$ cat src/rtl/spi_dds_cmd_ctrl.sv
// Command sequencer between the SPI frame receiver and the DDS core: decodes
// 40-bit frames, stages config in shadow registers and commits them atomically.
module spi_dds_cmd_ctrl #(
   parameter int unsigned FRAME_W = 40,
   parameter int unsigned FTW_W   = 32,
   parameter int unsigned POW_W   = 16,
   parameter int unsigned ERR_W   = 8
) (
   input  logic               clk_i,
   input  logic               rst_i,
   input  logic               frame_valid_i,
   input  logic [FRAME_W-1:0] frame_i,
   input  logic               cs_active_i,
   output logic [FRAME_W-1:0] resp_o,
   output logic               resp_load_o,
   output logic [FTW_W-1:0]   ftw_o,
   output logic [POW_W-1:0]   pow_o,
   output logic [1:0]         wave_sel_o,
   output logic               dds_en_o,
   output logic               dds_update_o,
   output logic               phase_rst_o,
   output logic               busy_o,
   output logic [ERR_W-1:0]   err_cnt_o
);

   localparam int unsigned OP_W  = 8;
   localparam int unsigned PAY_W = FRAME_W - OP_W;

   localparam logic [OP_W-1:0] OP_NOP    = 8'h00;
   localparam logic [OP_W-1:0] OP_FTW    = 8'h01;
   localparam logic [OP_W-1:0] OP_POW    = 8'h02;
   localparam logic [OP_W-1:0] OP_CFG    = 8'h03;
   localparam logic [OP_W-1:0] OP_COMMIT = 8'h10;
   localparam logic [OP_W-1:0] OP_PRST   = 8'h11;
   localparam logic [OP_W-1:0] OP_RD_FTW = 8'h20;
   localparam logic [OP_W-1:0] OP_RD_ST  = 8'h21;
   localparam logic [OP_W-1:0] OP_ILL    = 8'hEE;

   localparam logic [ERR_W-1:0] ERR_MAX = '1;

   typedef enum logic [2:0] {S_IDLE, S_DECODE, S_EXEC, S_WAIT_CS, S_RESP} state_t;
   typedef enum logic [3:0] {
      K_NOP, K_FTW, K_POW, K_CFG, K_COMMIT, K_PRST, K_RD_FTW, K_RD_ST, K_ILLEGAL
   } kind_t;

   state_t             state;
   kind_t              kind;
   kind_t              kind_c;
   logic [OP_W-1:0]    op_q;
   logic [PAY_W-1:0]   pay_q;
   logic [FTW_W-1:0]   shadow_ftw;
   logic [POW_W-1:0]   shadow_pow;
   logic [1:0]         shadow_wave;
   logic               shadow_en;
   logic               commit_pending;
   logic               commit_now_c;
   logic [1:0]         err_inc_c;
   logic [ERR_W+1:0]   err_sum_c;
   logic [ERR_W-1:0]   err_next_c;
   logic [FRAME_W-1:0] resp_c;

   // Opcode classification of the latched frame
   always_comb begin
      kind_c = K_ILLEGAL;
      unique case (op_q)
         OP_NOP:    kind_c = K_NOP;
         OP_FTW:    kind_c = K_FTW;
         OP_POW:    kind_c = K_POW;
         OP_CFG:    kind_c = K_CFG;
         OP_COMMIT: kind_c = K_COMMIT;
         OP_PRST:   kind_c = K_PRST;
         OP_RD_FTW: kind_c = K_RD_FTW;
         OP_RD_ST:  kind_c = K_RD_ST;
         default:   kind_c = K_ILLEGAL;
      endcase
   end

   // Saturating error accounting: overrun and illegal opcode may coincide (+2)
   always_comb begin
      err_inc_c  = 2'(frame_valid_i && busy_o) + 2'(state == S_EXEC && kind == K_ILLEGAL);
      err_sum_c  = (ERR_W+2)'(err_cnt_o) + (ERR_W+2)'(err_inc_c);
      err_next_c = (err_sum_c > (ERR_W+2)'(ERR_MAX)) ? ERR_MAX : err_sum_c[ERR_W-1:0];
   end

   // Commit fires on the first sampled cycle without an SPI transaction in flight
   always_comb begin
      commit_now_c = !cs_active_i &&
                     ((state == S_EXEC && kind == K_COMMIT) ||
                      (state == S_WAIT_CS && commit_pending));
   end

   always_comb begin
      resp_c = {op_q, pay_q};
      unique case (kind)
         K_RD_FTW:  resp_c = FRAME_W'({OP_RD_FTW, ftw_o});
         K_RD_ST:   resp_c = FRAME_W'({OP_RD_ST, 12'h000, commit_pending, dds_en_o,
                                       wave_sel_o, err_cnt_o, 8'hA5});
         K_ILLEGAL: resp_c = FRAME_W'({OP_ILL, 24'h000000, op_q});
         default:   resp_c = {op_q, pay_q};
      endcase
   end

   always_ff @(posedge clk_i) begin
      if (rst_i) begin
         state          <= S_IDLE;
         kind           <= K_NOP;
         op_q           <= '0;
         pay_q          <= '0;
         shadow_ftw     <= '0;
         shadow_pow     <= '0;
         shadow_wave    <= '0;
         shadow_en      <= 1'b0;
         commit_pending <= 1'b0;
         resp_o         <= '0;
         resp_load_o    <= 1'b0;
         ftw_o          <= '0;
         pow_o          <= '0;
         wave_sel_o     <= '0;
         dds_en_o       <= 1'b0;
         dds_update_o   <= 1'b0;
         phase_rst_o    <= 1'b0;
         busy_o         <= 1'b0;
         err_cnt_o      <= '0;
      end else begin
         dds_update_o <= 1'b0;
         phase_rst_o  <= 1'b0;
         resp_load_o  <= 1'b0;
         err_cnt_o    <= err_next_c;

         unique case (state)
            S_IDLE: begin
               if (frame_valid_i) begin
                  op_q   <= frame_i[FRAME_W-1:PAY_W];
                  pay_q  <= frame_i[PAY_W-1:0];
                  busy_o <= 1'b1;
                  state  <= S_DECODE;
               end
            end
            S_DECODE: begin
               kind  <= kind_c;
               state <= S_EXEC;
            end
            S_EXEC: begin
               unique case (kind)
                  K_FTW:   shadow_ftw <= pay_q[FTW_W-1:0];
                  K_POW:   shadow_pow <= pay_q[POW_W-1:0];
                  K_CFG: begin
                     shadow_wave <= pay_q[1:0];
                     shadow_en   <= pay_q[8];
                  end
                  K_PRST:  phase_rst_o <= 1'b1;
                  default: ;
               endcase
               if (kind == K_COMMIT) begin
                  commit_pending <= cs_active_i;
                  state          <= S_WAIT_CS;
               end else begin
                  resp_o      <= resp_c;
                  resp_load_o <= 1'b1;
                  state       <= S_RESP;
               end
            end
            S_WAIT_CS: begin
               if (commit_pending) begin
                  if (!cs_active_i) commit_pending <= 1'b0;
               end else begin
                  resp_o      <= resp_c;
                  resp_load_o <= 1'b1;
                  state       <= S_RESP;
               end
            end
            S_RESP: begin
               busy_o <= 1'b0;
               state  <= S_IDLE;
            end
            default: state <= S_IDLE;
         endcase

         if (commit_now_c) begin
            ftw_o        <= shadow_ftw;
            pow_o        <= shadow_pow;
            wave_sel_o   <= shadow_wave;
            dds_en_o     <= shadow_en;
            dds_update_o <= 1'b1;
         end
      end
   end

endmodule

$ cat config.mk
export PLATFORM = sky130hd
export DESIGN_NAME = spi_dds_cmd_ctrl
export DESIGN_NICKNAME = d
export VERILOG_FILES = /design/src/rtl/spi_dds_cmd_ctrl.sv
export SDC_FILE = /design/constraint.sdc
export NUM_CORES = 1
export LEC_CHECK = 0
export ABC_AREA = 1
export ABC_CLOCK_PERIOD_IN_PS = 3400
export CAP_MARGIN = 25
export CORE_ASPECT_RATIO = 1.1
export CORE_UTILIZATION = 54
export CTS_BUF_LIST = sky130_fd_sc_hd__clkbuf_4 sky130_fd_sc_hd__clkbuf_8
export DETAILED_ROUTE_END_ITERATION = 16
export GPL_TIMING_DRIVEN = 0
export PLACE_DENSITY_LB_ADDON = 0.08
export SETUP_SLACK_MARGIN = 0.15
export SYNTH_ARGS = -nofsm -noshare
export SYNTH_HDL_FRONTEND = slang
export SYNTH_SLANG_ARGS = --single-unit
$ cat constraint.sdc
create_clock -name clk_i -period 3.4 [get_ports clk_i]
set_clock_uncertainty 0.15 [all_clocks]
set_input_delay 0.68 -clock clk_i [delete_from_list [all_inputs] [get_ports clk_i]]
set_output_delay 0.68 -clock clk_i [all_outputs]
set_load 0.03 [all_outputs]
==> impl_metrics.py <==
metrics = {
    "clock_network": {
        "post_cts_buffers": 0,
        "cts-root-buf": "clkbuf_8",
        "numCtsBuffers": 34,
        "cts.path.max_buffers": 3,
        "clk_pin_slew_ns": 0.06,
        "cts_hold_buf": 0,
        "cts_sinks": 202,
        "cts-htree-levels": 2,
        "cts_tree": "done",
        "worstSkewPairLatency_ns": 0.52,
        "ctsResizeCount": 0,
    },
    "synth": {
        "avgSynthCellArea_sq_um": 7.21,
        "syn-cell-area_sq_um": 8050,
        "synth_fp_nets": 1163,
        "synth-edff-count": 0,
        "synth-async-reset-ratio": 0,
        "synth_cell_type_count": 25,
        "synth_top_area_frac": 0.502,
        "yosysTopAreaCell": "dfxtp_1",
        "synth_area_leaders": "dfxtp_1 (50%), o21ai_0 (11%), nor2_1 (9.5%)",
        "synth_ff_type": "dfxtp_1",
        "yosysSeqAreaShare": 0.502,
        "syn_inst": 1117,
        "yosysWarnings": 0,
        "yosys_register_bits": 202,
    },
    "sta": {
        "finalCriticalPeriod_ns": 2.56,
        "setup_tns_ns": 0,
        "max-slew-margin-rel": 0.528,
        "finalSetupViolations": 0,
        "fin_crit_sh": 0.753,
        "final_max_slew_viol_count": 0,
        "hold_ws_ns": 0.302,
        "max_freq_ghz": 0.391,
        "final-hold-violation-count": 0,
        "rsz0062_at_grt": "false",
        "fin_ws_ns": 0.841,
        "tightest_slew_ns": 0.702,
    },
    "worst_setup_path": {
        "r2r_end": "err_cnt_o[5]$_SDFF_PP0_",
        "rrSetupSlack_ns": 0.84,
        "required_ns": 3.72,
        "timing.rr.start": "state[2]$_SDFFE_PP0P_",
        "path_delay_family": "simple AND/OR/NAND/NOR gates",
        "critPathCaptureType": "register",
        "crit_path_top_delay_cell": "fa_1",
        "crit_top_cell": "inv_1",
        "crit_fanout": 6,
        "startpoint": "state[2]$_SDFFE_PP0P_",
        "path_cells": "inv_1 -> nand3_1 -> inv_1 -> nand3_1 -> fa_1 -> inv_1 -> ha_1 -> nand2_1 -> nor3_1 -> nand2_1 -> nand3_1 -> nand2_1 -> inv_1",
        "arrival_ns": 2.88,
        "start_kind": "register",
        "critical_path_class": "register to register",
        "r2r_cells": 13,
        "worst-path-buf-inv": 4,
        "cpPeakStageDelay_ns": 0.38,
    },
    "finish": {
        "fill_cells": 1250,
        "stdcell_area_sq_um": 10400,
        "final_nets": 1345,
        "diodes": 0,
        "final_util": 0.719,
        "stdcell_count": 1510,
        "drive_gt1_frac": 0.0653,
        "layout_common_cells": "nor2_1 (203), dfxtp_1 (202), o21ai_0 (173)",
        "layout_commonest_cell": "nor2_1",
        "area_growth_syn_to_layout_pct": 29.5,
    },
    "min_path": {
        "min_path_type": "register to register",
        "min-delay-start": "shadow_ftw[21]$_SDFFE_PP0P_",
        "holdPathStages": 2,
        "hold_path_end": "shadow_ftw[21]$_SDFFE_PP0P_",
    },
    "global_routing": {
        "top_usage_layer": "met2",
        "grt_max_degree": 11,
        "track_usage": 0.318,
        "grt_util_met2": 0.536,
        "gr-total-overflow": 0,
        "grt.met1_usage": 0.386,
        "grt_pass1_vias": 7460,
        "grt_pass1_wl_mm": 37.8,
        "grt_antenna_before_repair": 0,
        "globalRouteMet3Util": 0.0677,
    },
    "routing": {
        "vias": 8098,
        "vias_per_cell": 5.36,
        "wire_per_inst_um": 16.1,
        "postRouteAntennaNets": 0,
        "drc_errors": 0,
        "wirelength_mm": 24.4,
        "first_pass_iters": 6,
        "first_iter_violations": 709,
    },
    "pwr": {
        "seqPwrFrac": 0.449,
        "powerDensity_nw_per_um2": 570,
        "comb_power_share": 0.185,
        "p_total_mw": 5.94,
        "switching_share": 0.301,
        "p_leak_nw": 4.07,
        "p_int_mw": 4.16,
        "power_frac_clock": 0.366,
        "switchingPower_mw": 1.79,
        "irDropWorstVdd_mv": 0.399,
    },
    "placed_design": {
        "portBuffers": 146,
        "dpl_cell_area_sq_um": 9750,
        "gp_congestion": 0.920,
        "dp_hpwl_mm": 17.5,
        "numPlacedInstances": 1455,
        "pre_cts_ws_ns": 0.435,
    },
    "floorplan": {
        "ios": 147,
        "core-area_sq_um": 14500,
        "die_y_um": 130,
        "rows": 46,
        "dieArea_sq_um": 15400,
        "fp.dieW_um": 118,
        "start_util": 0.555,
    },
    "outcome": {
        "status": "finished, final reports clean",
    },
    "job": {
        "max_cap_violations": 0,
    },
}
-- cell families after synthesis --
| family | Yosys count | synth area share |
|---|---|---|
| fa+ha+maj | 2 | 0.00404 |
| simple gates | 442 | 0.224 |
| compound gates | 285 | 0.177 |
| flops | 202 | 0.502 |
| xor+xnor | 2 | 0.00218 |
| buf+inv | 184 | 0.0898 |
-- final cells by class --
type,instances,area [sq um],area share
multi-input cells,731,3280,0.315
well taps,192,240,0.0230
clock buffers,53,661,0.0634
clock inverters,2,15.0,0.00144
repair buffers,146,1460,0.140
flip-flops and latches,202,4040,0.388
plain buffers,69,292,0.0280
inverters,115,432,0.0414
-- how the worst max path moves through the flow --
| stage | end | slack (ns) | cells past startpoint |
|---|---|---|---|
| finish | err_cnt_o[5]$_SDFF_PP0_ | 0.84 | 13 |
| global route | err_cnt_o[5]$_SDFF_PP0_ | 0.68 | 13 |
| CTS | err_cnt_o[2] | 0.85 | 1 |
| detailed placement | err_cnt_o[5]$_SDFF_PP0_ | 0.43 | 11 |
| global placement | err_cnt_o[5]$_SDFF_PP0_ | 0.43 | 11 |
| floorplan | err_cnt_o[5]$_SDFF_PP0_ | 1.17 | 10 |
-- state kept, by name, indices dropped and copies added, names as in the netlist, 3 cells and up --
name        flops
resp_o         40
ftw_o          32
pay_q          32
shadow_ftw     32
pow_o          16
shadow_pow     16
err_cnt_o       8
op_q            8
kind            4
state           3
-- power groups by stage --
stage               logic (mW)  registers, mW  clock network (mW)
floorplan                0.515           2.85                   0
global placement          1.07           2.71                   0
detailed placement        1.08           2.71                   0
CTS                       1.09           2.67                2.19
global route              1.20           2.68                2.30
finish                    1.10           2.67                2.18
-- cells in the mapped netlist (2+ instances only) --
master	n
a21oi_1	103
buf_1	2
buf_2	19
clkbuf_1	46
clkinv_1	2
dfxtp_1	202
inv_1	110
inv_2	3
nand2_1	139
nand2_2	4
nand3_1	87
nor2_1	203
nor2_4	2
nor3_1	5
o21ai_0	173
o21ai_1	8
-- worst reg2reg max path: stages (launching register included) --
cell and delay (ns):
dfxtp_1 0.34, inv_1 0.09, nand3_1 0.11, inv_1 0.19
nand3_1 0.13, fa_1 0.38, inv_1 0.11, ha_1 0.19
nand2_1 0.10, nor3_1 0.26, nand2_1 0.21, nand3_1 0.13
nand2_1 0.05, inv_1 0.06
-- layer usage --
metal | wire (um) | vias up | part of all wire
met5 | 0 | - | 0
met4 | 987 | 0 | 0.040
met3 | 2080 | 66 | 0.085
met2 | 11500 | 376 | 0.47
met1 | 9860 | 3696 | 0.40
li1 | - | 3960 | -
(Power assumes the default switching activity.)
